$ cat src/rtl/cdb_broadcaster_pkg.sv
// Shared definitions for the CDB broadcaster slice.
// Holds the default sizing of the bus and its producers. It also holds the
// wrap-around increment that the round-robin pointer uses.
package cdb_broadcaster_pkg;

    localparam int unsigned CDB_NUM_FU_DEFAULT         = 4;
    localparam int unsigned CDB_ROB_ADDR_WIDTH_DEFAULT = 5;
    localparam int unsigned CDB_DATA_WIDTH_DEFAULT     = 32;

    // (idx + 1) mod n, without a divider.
    function automatic int unsigned rr_wrap_inc(input int unsigned idx, input int unsigned n);
        return (idx + 1 >= n) ? 0 : idx + 1;
    endfunction

endpackage

$ cat src/rtl/cdb_broadcaster_rr_arbiter.sv
// Combinational round-robin arbiter.
// Ports:
//   req      - per-requester request bits
//   ptr      - index that currently holds highest priority
//   advance  - allow next_ptr to move past the winner
//   grant    - one-hot grant (all zero when nothing requests)
//   next_ptr - winner + 1 (mod N) when advancing and a grant exists, else ptr
module rr_arbiter
    import cdb_broadcaster_pkg::*;
#(
    parameter int unsigned N = 4,
    localparam int unsigned PW = (N > 1) ? $clog2(N) : 1
) (
    input  logic [N-1:0]  req,
    input  logic [PW-1:0] ptr,
    input  logic          advance,
    output logic [N-1:0]  grant,
    output logic [PW-1:0] next_ptr
);

    logic [PW-1:0] idx;
    logic          found;

    always_comb begin
        grant    = '0;
        next_ptr = ptr;
        found    = 1'b0;
        idx      = '0;
        for (int unsigned off = 0; off < N; off++) begin
            idx = PW'((32'(ptr) + off) % N);
            if (!found && req[idx]) begin
                found      = 1'b1;
                grant[idx] = 1'b1;
                if (advance) begin
                    next_ptr = PW'(rr_wrap_inc(32'(idx), N));
                end
            end
        end
    end

endmodule

$ cat src/rtl/cdb_broadcaster.sv
// Common data bus transmitter.
// Each functional unit hands its result to a one-entry slot over a
// valid/ready handshake. A round-robin arbiter picks one pending slot per
// cycle. The winner is registered onto the bus: a main channel plus a lo
// channel for hi/lo producers.
// Ports:
//   clk, rst (sync, active-low), flush_en (drop all pending work)
//   fu_valid/fu_ready          - per-unit handshake
//   fu_rob_addr/fu_data        - packed main result per unit
//   fu_lo_en/fu_lo_rob_addr/fu_lo_data - packed lo half per unit
//   bus_en/bus_ref_id_out/bus_data_out             - main broadcast
//   bus_lo_en/bus_lo_ref_id_out/bus_lo_data_out    - lo broadcast
//   busy                       - any slot pending or a broadcast on the bus
module cdb_broadcaster
    import cdb_broadcaster_pkg::*;
#(
    parameter int unsigned NUM_FU         = CDB_NUM_FU_DEFAULT,
    parameter int unsigned ROB_ADDR_WIDTH = CDB_ROB_ADDR_WIDTH_DEFAULT,
    parameter int unsigned DATA_WIDTH     = CDB_DATA_WIDTH_DEFAULT
) (
    input  logic                             clk,
    input  logic                             rst,
    input  logic                             flush_en,
    input  logic [NUM_FU-1:0]                fu_valid,
    output logic [NUM_FU-1:0]                fu_ready,
    input  logic [NUM_FU*ROB_ADDR_WIDTH-1:0] fu_rob_addr,
    input  logic [NUM_FU*DATA_WIDTH-1:0]     fu_data,
    input  logic [NUM_FU-1:0]                fu_lo_en,
    input  logic [NUM_FU*ROB_ADDR_WIDTH-1:0] fu_lo_rob_addr,
    input  logic [NUM_FU*DATA_WIDTH-1:0]     fu_lo_data,
    output logic                             bus_en,
    output logic [DATA_WIDTH-1:0]            bus_ref_id_out,
    output logic [DATA_WIDTH-1:0]            bus_data_out,
    output logic                             bus_lo_en,
    output logic [DATA_WIDTH-1:0]            bus_lo_ref_id_out,
    output logic [DATA_WIDTH-1:0]            bus_lo_data_out,
    output logic                             busy
);

    localparam int unsigned PW = (NUM_FU > 1) ? $clog2(NUM_FU) : 1;

    logic [NUM_FU-1:0]         pending;
    logic [NUM_FU-1:0]         slot_lo_en;
    logic [ROB_ADDR_WIDTH-1:0] slot_rob_addr    [NUM_FU];
    logic [DATA_WIDTH-1:0]     slot_data        [NUM_FU];
    logic [ROB_ADDR_WIDTH-1:0] slot_lo_rob_addr [NUM_FU];
    logic [DATA_WIDTH-1:0]     slot_lo_data     [NUM_FU];

    logic [PW-1:0]     ptr;
    logic [PW-1:0]     next_ptr;
    logic [NUM_FU-1:0] grant;
    logic [PW-1:0]     gsel;

    rr_arbiter #(.N(NUM_FU)) u_arb (
        .req      (pending),
        .ptr      (ptr),
        .advance  (!flush_en),
        .grant    (grant),
        .next_ptr (next_ptr)
    );

    // A slot being granted this edge empties, so it may refill on the same edge.
    assign fu_ready = ~pending | grant;
    assign busy     = (|pending) | bus_en;

    always_comb begin
        gsel = '0;
        for (int unsigned i = 0; i < NUM_FU; i++) begin
            if (grant[i]) begin
                gsel = PW'(i);
            end
        end
    end

    always_ff @(posedge clk) begin
        if (!rst) begin
            pending           <= '0;
            slot_lo_en        <= '0;
            ptr               <= '0;
            bus_en            <= 1'b0;
            bus_lo_en         <= 1'b0;
            bus_ref_id_out    <= '0;
            bus_data_out      <= '0;
            bus_lo_ref_id_out <= '0;
            bus_lo_data_out   <= '0;
            for (int unsigned i = 0; i < NUM_FU; i++) begin
                slot_rob_addr[i]    <= '0;
                slot_data[i]        <= '0;
                slot_lo_rob_addr[i] <= '0;
                slot_lo_data[i]     <= '0;
            end
        end else if (flush_en) begin
            // Same-edge handshakes are dropped: slot contents are not loaded.
            pending           <= '0;
            ptr               <= '0;
            bus_en            <= 1'b0;
            bus_lo_en         <= 1'b0;
            bus_lo_ref_id_out <= '0;
            bus_lo_data_out   <= '0;
        end else begin
            ptr <= next_ptr;
            for (int unsigned i = 0; i < NUM_FU; i++) begin
                if (fu_valid[i] && fu_ready[i]) begin
                    pending[i]          <= 1'b1;
                    slot_rob_addr[i]    <= fu_rob_addr[i*ROB_ADDR_WIDTH +: ROB_ADDR_WIDTH];
                    slot_data[i]        <= fu_data[i*DATA_WIDTH +: DATA_WIDTH];
                    slot_lo_en[i]       <= fu_lo_en[i];
                    slot_lo_rob_addr[i] <= fu_lo_rob_addr[i*ROB_ADDR_WIDTH +: ROB_ADDR_WIDTH];
                    slot_lo_data[i]     <= fu_lo_data[i*DATA_WIDTH +: DATA_WIDTH];
                end else if (grant[i]) begin
                    pending[i] <= 1'b0;
                end
            end

            if (|grant) begin
                bus_en         <= 1'b1;
                bus_ref_id_out <= DATA_WIDTH'(slot_rob_addr[gsel]);
                bus_data_out   <= slot_data[gsel];
                bus_lo_en      <= slot_lo_en[gsel];
                if (slot_lo_en[gsel]) begin
                    bus_lo_ref_id_out <= DATA_WIDTH'(slot_lo_rob_addr[gsel]);
                    bus_lo_data_out   <= slot_lo_data[gsel];
                end else begin
                    bus_lo_ref_id_out <= '0;
                    bus_lo_data_out   <= '0;
                end
            end else begin
                // Main data is left stale; lo is zeroed whenever lo is not valid.
                bus_en            <= 1'b0;
                bus_lo_en         <= 1'b0;
                bus_lo_ref_id_out <= '0;
                bus_lo_data_out   <= '0;
            end
        end
    end

endmodule

$ cat config.mk
export PLATFORM = sky130hd
export DESIGN_NAME = cdb_broadcaster
export DESIGN_NICKNAME = d
export VERILOG_FILES = /design/src/rtl/cdb_broadcaster_pkg.sv /design/src/rtl/cdb_broadcaster_rr_arbiter.sv /design/src/rtl/cdb_broadcaster.sv
export SDC_FILE = /design/constraint.sdc
export NUM_CORES = 1
export LEC_CHECK = 0
export CAP_MARGIN = 30
export CORE_MARGIN = 2
export CORE_UTILIZATION = 46
export CTS_BUF_LIST = sky130_fd_sc_hd__clkbuf_4 sky130_fd_sc_hd__clkbuf_8
export CTS_CLUSTER_DIAMETER = 50
export DETAILED_ROUTE_END_ITERATION = 6
export PLACE_DENSITY = 0.79
export SLEW_MARGIN = 0
export SYNTH_ARGS = -nofsm -noshare
export SYNTH_HDL_FRONTEND = slang
export SYNTH_SLANG_ARGS = --single-unit
$ cat constraint.sdc
create_clock -name clk -period 7.45 [get_ports clk]
set_input_delay 1.49 -clock clk [delete_from_list [all_inputs] [get_ports clk]]
set_output_delay 1.49 -clock clk [all_outputs]
set_load 0.05 [all_outputs]
==> impl_metrics.py, run 1 <==
metrics = {
    "finish": {
        "syn2layout_area_growth_pct": 33.0,
        "fin_area_mm2": 0.0221,
        "stdcell_count": 2250,
        "nets": 2050,
        "drive_gt1_share_pct": 11.9,
    },
    "sta": {
        "fin_crit_sh_pct": 84.1,
        "finClkSkew_ns": 0.0264,
        "hold_violations": 0,
        "tightest_slew_ns": 0.946,
        "fin_crit_ns": 6.26,
        "setup_slack_ns": 1.19,
        "slew-limit-headroom_pct": 36.4,
        "fmax_mhz": 160,
        "finalMaxSlewViolations": 0,
        "rsz0062_at_grt": "no",
        "setup-tns-final_ns": 0,
        "setup_viol": 0,
    },
    "global_routing": {
        "antenna_found_initial": 2,
        "grt_overflow": 0,
        "grt_pass1_vias": 12236,
        "grt_pass1_wl_um": 71100,
        "grt_max_degree": 77,
        "grt_usage_pct": 24.7,
    },
    "synthesis": {
        "synth_seq_area_share_pct": 64.0,
        "ys.flop_type": "edfxtp_1",
        "synth_cell_types": 55,
        "synth_cells": 1372,
        "avgSynthCellArea_um2": 12.1,
        "synthArstFlopShare_pct": 0,
        "ys_seq_elements": 382,
        "synth_edf_count": 296,
        "ys.warnings.count": 0,
        "syn_area_mm2": 0.0166,
    },
    "power": {
        "power.density_mw_per_mm2": 259,
        "leakage_nw": 8.20,
        "peakVddDrop_v": 0.000145,
        "total_power_mw": 5.71,
    },
    "floorplanning": {
        "io_pins": 442,
        "dieArea_mm2": 0.0376,
        "start_util_pct": 46.6,
        "rows": 69,
        "coreArea_mm2": 0.0356,
        "die_w_um": 194,
        "die_y_um": 194,
    },
    "place": {
        "port_buffers": 387,
        "place_area_mm2": 0.0207,
        "dp_slack_ns": 1.80,
        "globalplace.congestion": 0.797,
        "placed_cells": 2135,
        "dp_hpwl_um": 30700,
    },
    "worst_setup_path": {
        "cp_max_fo": 76,
        "crit_path_start_kind": "flip-flop",
        "end_kind": "primary output",
        "crit_arrival_ns": 4.77,
        "required_ns": 5.96,
        "worstSetupPathType": "reg -> out",
    },
    "cts": {
        "post-cts-setup-buffer-count": 0,
        "h-tree-depth": 2,
        "root_buffer": "clkbuf_8",
        "max-clock-path-buffers": 3,
        "cts.sinks": 382,
        "clkLatencyLatePin_ns": 0.63,
        "tritoncts": "yes",
        "cts_hold_buf": 0,
        "path_clk_slew_ns": 0.06,
        "cts_made_buffers": 60,
        "cts_resized": 0,
    },
    "route": {
        "viasPerCell": 5.40,
        "drt_iter0_markers": 938,
        "drc": 0,
        "totalWireLength_um": 47400,
        "dr_total_vias": 12158,
        "antenna_left": 0,
        "post_drt_wl_per_cell_um": 21.1,
        "dr.pass1.iters": 6,
    },
    "job": {
        "max_cap_violations": 0,
    },
    "run_status": {
        "status": "completed",
    },
    "worst_hold_path": {
        "hold_class": "reg -> reg",
    },
}
==> flip-flops by register name, indices dropped and copies added, names as in the netlist, 5 cells and up <==
| signal | cells |
|---|---|
| bus_lo_ref_id_out | 5 |
| slot_lo_data | 128 |
| slot_data | 128 |
| bus_ref_id_out | 5 |
| bus_data_out | 32 |
| slot_rob_addr | 20 |
| slot_lo_rob_addr | 20 |
| bus_lo_data_out | 32 |
==> critical path: stages, from the launching register on <==
cell and delay (ns):
dfxtp_1 0.76, inv_1 0.21, ha_1 0.54, mux4_2 0.38, inv_1 0.07, a211oi_2 0.49, a2bb2oi_4 0.18, buf_4 0.56
nand2_1 0.21, clkdlybuf4s50_1 0.75
==> layout make-up <==
cell class | instances | area [um^2]
antenna | 1 | 2.50
fill | 2737 | 13500
clock buffer | 90 | 1090
timing repair buffer | 408 | 4080
multi-input combinational | 868 | 5350
tap | 461 | 577
inverter | 17 | 65.1
clock inverter | 23 | 275
sequential | 382 | 10600
==> Yosys cell counts, types with 3 or more instances <==
| library cell | number | area share (%) |
|---|---|---|
| a21oi_1 | 28 | 0.85 |
| and2_1 | 296 | 11 |
| ha_1 | 6 | 0.45 |
| inv_1 | 17 | 0.38 |
| buf_2 | 33 | 1.0 |
| a32oi_1 | 37 | 2.0 |
| o21ai_0 | 79 | 2.4 |
| buf_6 | 3 | 0.20 |
| dfxtp_1 | 86 | 10 |
| and3_1 | 3 | 0.11 |
| clkbuf_1 | 57 | 1.3 |
| mux2i_1 | 6 | 0.36 |
| nand2_1 | 198 | 4.5 |
| nand2b_1 | 4 | 0.15 |
| edfxtp_1 | 296 | 54 |
| nor2_1 | 12 | 0.27 |
| buf_4 | 57 | 2.6 |
| a21oi_2 | 19 | 1.0 |
| o2bb2ai_1 | 3 | 0.16 |
| clkbuf_2 | 6 | 0.18 |
| a221o_1 | 41 | 2.5 |
| mux4_2 | 3 | 0.41 |
| a31o_2 | 37 | 2.0 |
| o22ai_1 | 4 | 0.15 |
==> path summary, 6_finish.rpt <==
check / start / end / slack [ns] / cells after the start
max: ptr[0] / fu_ready[2] / 1.19 / 9
min: bus_data_out[2] / bus_data_out[2] / 0.45 / 2
max reg2reg: ptr[0] / slot_lo_data[1][3] / 2.74 / 10
min reg2reg: bus_data_out[2] / bus_data_out[2] / 0.45 / 2
==> metal layers <==
metal	track usage, %	up-vias	share of wire [%]	wire [um]
li1	-	5506	-	-
met1	31.9	5793	39	18400
met2	41.7	769	48	22900
met3	4.75	90	10	4740
met4	8.45	0	2.9	1370
met5	0	-	0	0
==> cells in the final DEF (no fill, tap or decap), types with 3 or more instances in the layout <==
master and count:
nor2_1 10, a32oi_1 37, clkbuf_4 23, and2_1 296, clkinv_2 8, mux4_2 3, nand2_1 197, a21oi_1 28
and3_2 3, a31o_2 37, dfxtp_1 86, clkinv_1 6, a221o_1 39, buf_12 3, ha_1 6, buf_4 17
bufinv_16 6, edfxtp_1 296, conb_1 54, clkbuf_8 67, o21ai_0 78, mux2i_1 6, o22ai_1 4, a21oi_2 19
inv_1 16, nand2b_1 3, clkdlybuf4s50_1 386
==> cell families (layout without fill, tap and decap cells) <==
logic type               after synthesis  in the layout  synth area share, %
AND/OR/NAND/NOR                      530            530                 16.9
adder cells (fa/ha/maj)                6              6                0.453
multiplexers                          11             11                0.905
AO/OA/AOI/OAI                        266            266                 12.0
buffers and inverters                175            538                 5.68
flip-flops                           382            382                 64.0
XOR/XNOR                               1              1               0.0528
other                                  1             55               0.0226
==> report_power, final <==
group / internal, mW / switching (mW) / total [mW]
clock: 1.15 / 0.825 / 1.98
combinational: 0.450 / 0.726 / 1.18
sequential: 2.48 / 0.0785 / 2.56
==> through the flow <==
step,util [%],hold slack [ns]
5_1_grt,62.0,0.472
3_5_place_dp,58.1,0.439
2_1_floorplan,-,0.449
4_1_cts,62.0,0.447
6_report,62.0,0.446
3_3_place_gp,57.9,0.433
(Power assumes the default switching activity.)
==> inputs of run 2 (changes only) <==
Settings changed: CORE_UTILIZATION 46 to 50, PLACE_DENSITY 0.79 to 0.82.
Clock period 7.45 ns to 6.5 ns, I/O delays scaled along.
==> impl_metrics.py, run 2 (synthesis gave the netlist of run 1 again) <==
metrics = {
    "sta": {
        "fmax_mhz": 164,
        "slew-limit-headroom_pct": 32.0,
        "setup_viol": 0,
        "hold_violations": 0,
        "finClkSkew_ns": 0.0276,
        "rsz0062_at_grt": "no",
        "whs_ns": 0.449,
        "finalMaxSlewViolations": 0,
        "setup-tns-final_ns": 0,
        "setup_slack_ns": 0.387,
        "fin_crit_sh_pct": 94.1,
        "tightest_slew_ns": 1.02,
        "fin_crit_ns": 6.11,
    },
    "route": {
        "dr_total_vias": 12177,
        "drc": 0,
        "dr.pass1.iters": 5,
        "drt_iter0_markers": 1046,
        "antenna_left": 0,
        "viasPerCell": 5.47,
        "post_drt_wl_per_cell_um": 20.8,
        "totalWireLength_um": 46400,
    },
    "cts": {
        "root_buffer": "clkbuf_8",
        "max-clock-path-buffers": 3,
        "h-tree-depth": 2,
        "post-cts-setup-buffer-count": 0,
        "clkLatencyLatePin_ns": 0.60,
        "tritoncts": "yes",
        "cts_resized": 0,
        "cts_hold_buf": 0,
        "path_clk_slew_ns": 0.06,
        "cts_made_buffers": 59,
        "cts.sinks": 382,
    },
    "floorplanning": {
        "rows": 66,
        "start_util_pct": 50.8,
        "dieArea_mm2": 0.0346,
        "coreArea_mm2": 0.0326,
        "die_w_um": 186,
        "die_y_um": 186,
        "io_pins": 442,
    },
    "finish": {
        "final_cell_mix": "clkdlybuf4s50_1, and2_1, edfxtp_1, nand2_1, dfxtp_1",
        "fillers": 2337,
        "reg.largest.list": "slot_data x128, slot_lo_data x128",
        "regArea_mm2": 0.0106,
        "mostFrequentLayoutCell": "clkdlybuf4s50_1",
        "stdcell_count": 2228,
        "drive_gt1_share_pct": 11.9,
        "syn2layout_area_growth_pct": 32.5,
        "nets": 2047,
        "multi_input_area_mm2": 0.00535,
    },
    "global_routing": {
        "grt_overflow": 0,
        "grt_pass1_wl_um": 67800,
        "antenna_found_initial": 1,
        "grt_max_degree": 76,
        "grt_usage_pct": 26.1,
        "grt_pass1_vias": 12236,
    },
    "worst_hold_path": {
        "hold_class": "reg -> reg",
    },
    "place": {
        "placed_cells": 2115,
        "globalplace.congestion": 0.866,
        "dp_hpwl_um": 30200,
        "dp_slack_ns": 1.05,
        "port_buffers": 387,
    },
    "power": {
        "power.density_mw_per_mm2": 294,
        "total_power_mw": 6.45,
        "peakVddDrop_v": 0.000215,
        "leakage_nw": 8.16,
    },
    "worst_setup_path": {
        "end_kind": "primary output",
        "crit_arrival_ns": 4.81,
        "cp_max_fo": 40,
        "worstSetupPathType": "reg -> out",
        "crit_path_start_kind": "flip-flop",
        "required_ns": 5.20,
    },
    "run_status": {
        "status": "completed",
    },
    "job": {
        "max_cap_violations": 0,
    },
}
[run 2: worst paths after layout]
| kind | start | end | slack, ns | depth (start not counted) |
|---|---|---|---|---|
| worst min-delay path | bus_data_out[14] | bus_data_out[14] | 0.45 | 2 |
| worst max-delay path | ptr[0] | fu_ready[1] | 0.39 | 8 |
| worst min register to register | bus_data_out[14] | bus_data_out[14] | 0.45 | 2 |
| worst max register to register | ptr[0] | slot_lo_data[1][16] | 1.62 | 10 |
[run 2: report_power, final]
group	total, mW	internal [mW]	switching (mW)
clock	2.19	1.24	0.945
combinational	1.34	0.508	0.828
sequential	2.93	2.84	0.0855
total	6.45	4.59	1.86
[run 2: per-stage QoR]
| step | util [%] | instance area, um^2 |
|---|---|---|
| final | 67.3 | 22000 |
| after global routing | 67.3 | 22000 |
| after CTS | 67.3 | 22000 |
| after detailed placement | 63.3 | 20600 |
| after global placement | 63.1 | 20600 |
| after floorplan | - | 16800 |
[run 2: critical path, cell delays in order (launching register included)]
cell and delay, ns:
dfxtp_1 0.77, inv_1 0.24, ha_1 0.55, mux4_2 0.48, a21o_1 0.22, o22ai_1 0.20, and2_2 0.84, nand2_1 0.16
clkdlybuf4s50_1 0.75
[run 2: area by class of cell]
class / count / area share [%]
Clock inverter: 23 / 1.07
Inverter: 17 / 0.296
Sequential cell: 382 / 48.3
Tap cell: 442 / 2.52
Multi-Input combinational cell: 868 / 24.4
Antenna cell: 1 / 0.0114
Clock buffer: 89 / 4.98
Timing Repair Buffer: 406 / 18.5
[run 2: metal layers]
metal | GRT usage (%) | up-vias | share of wire (%)
met5 | 0 | - | 0.019
met4 | 10.1 | 2 | 3.1
met3 | 6.52 | 98 | 10
met2 | 45.1 | 717 | 50
met1 | 31.4 | 5863 | 36
li1 | - | 5497 | -
==> inputs of run 3 (changes only) <==
Settings changed: SLEW_MARGIN 0 to default.
==> results of run 3 <==
Same layout as run 2: the final DEF is identical, and so are final timing and power.
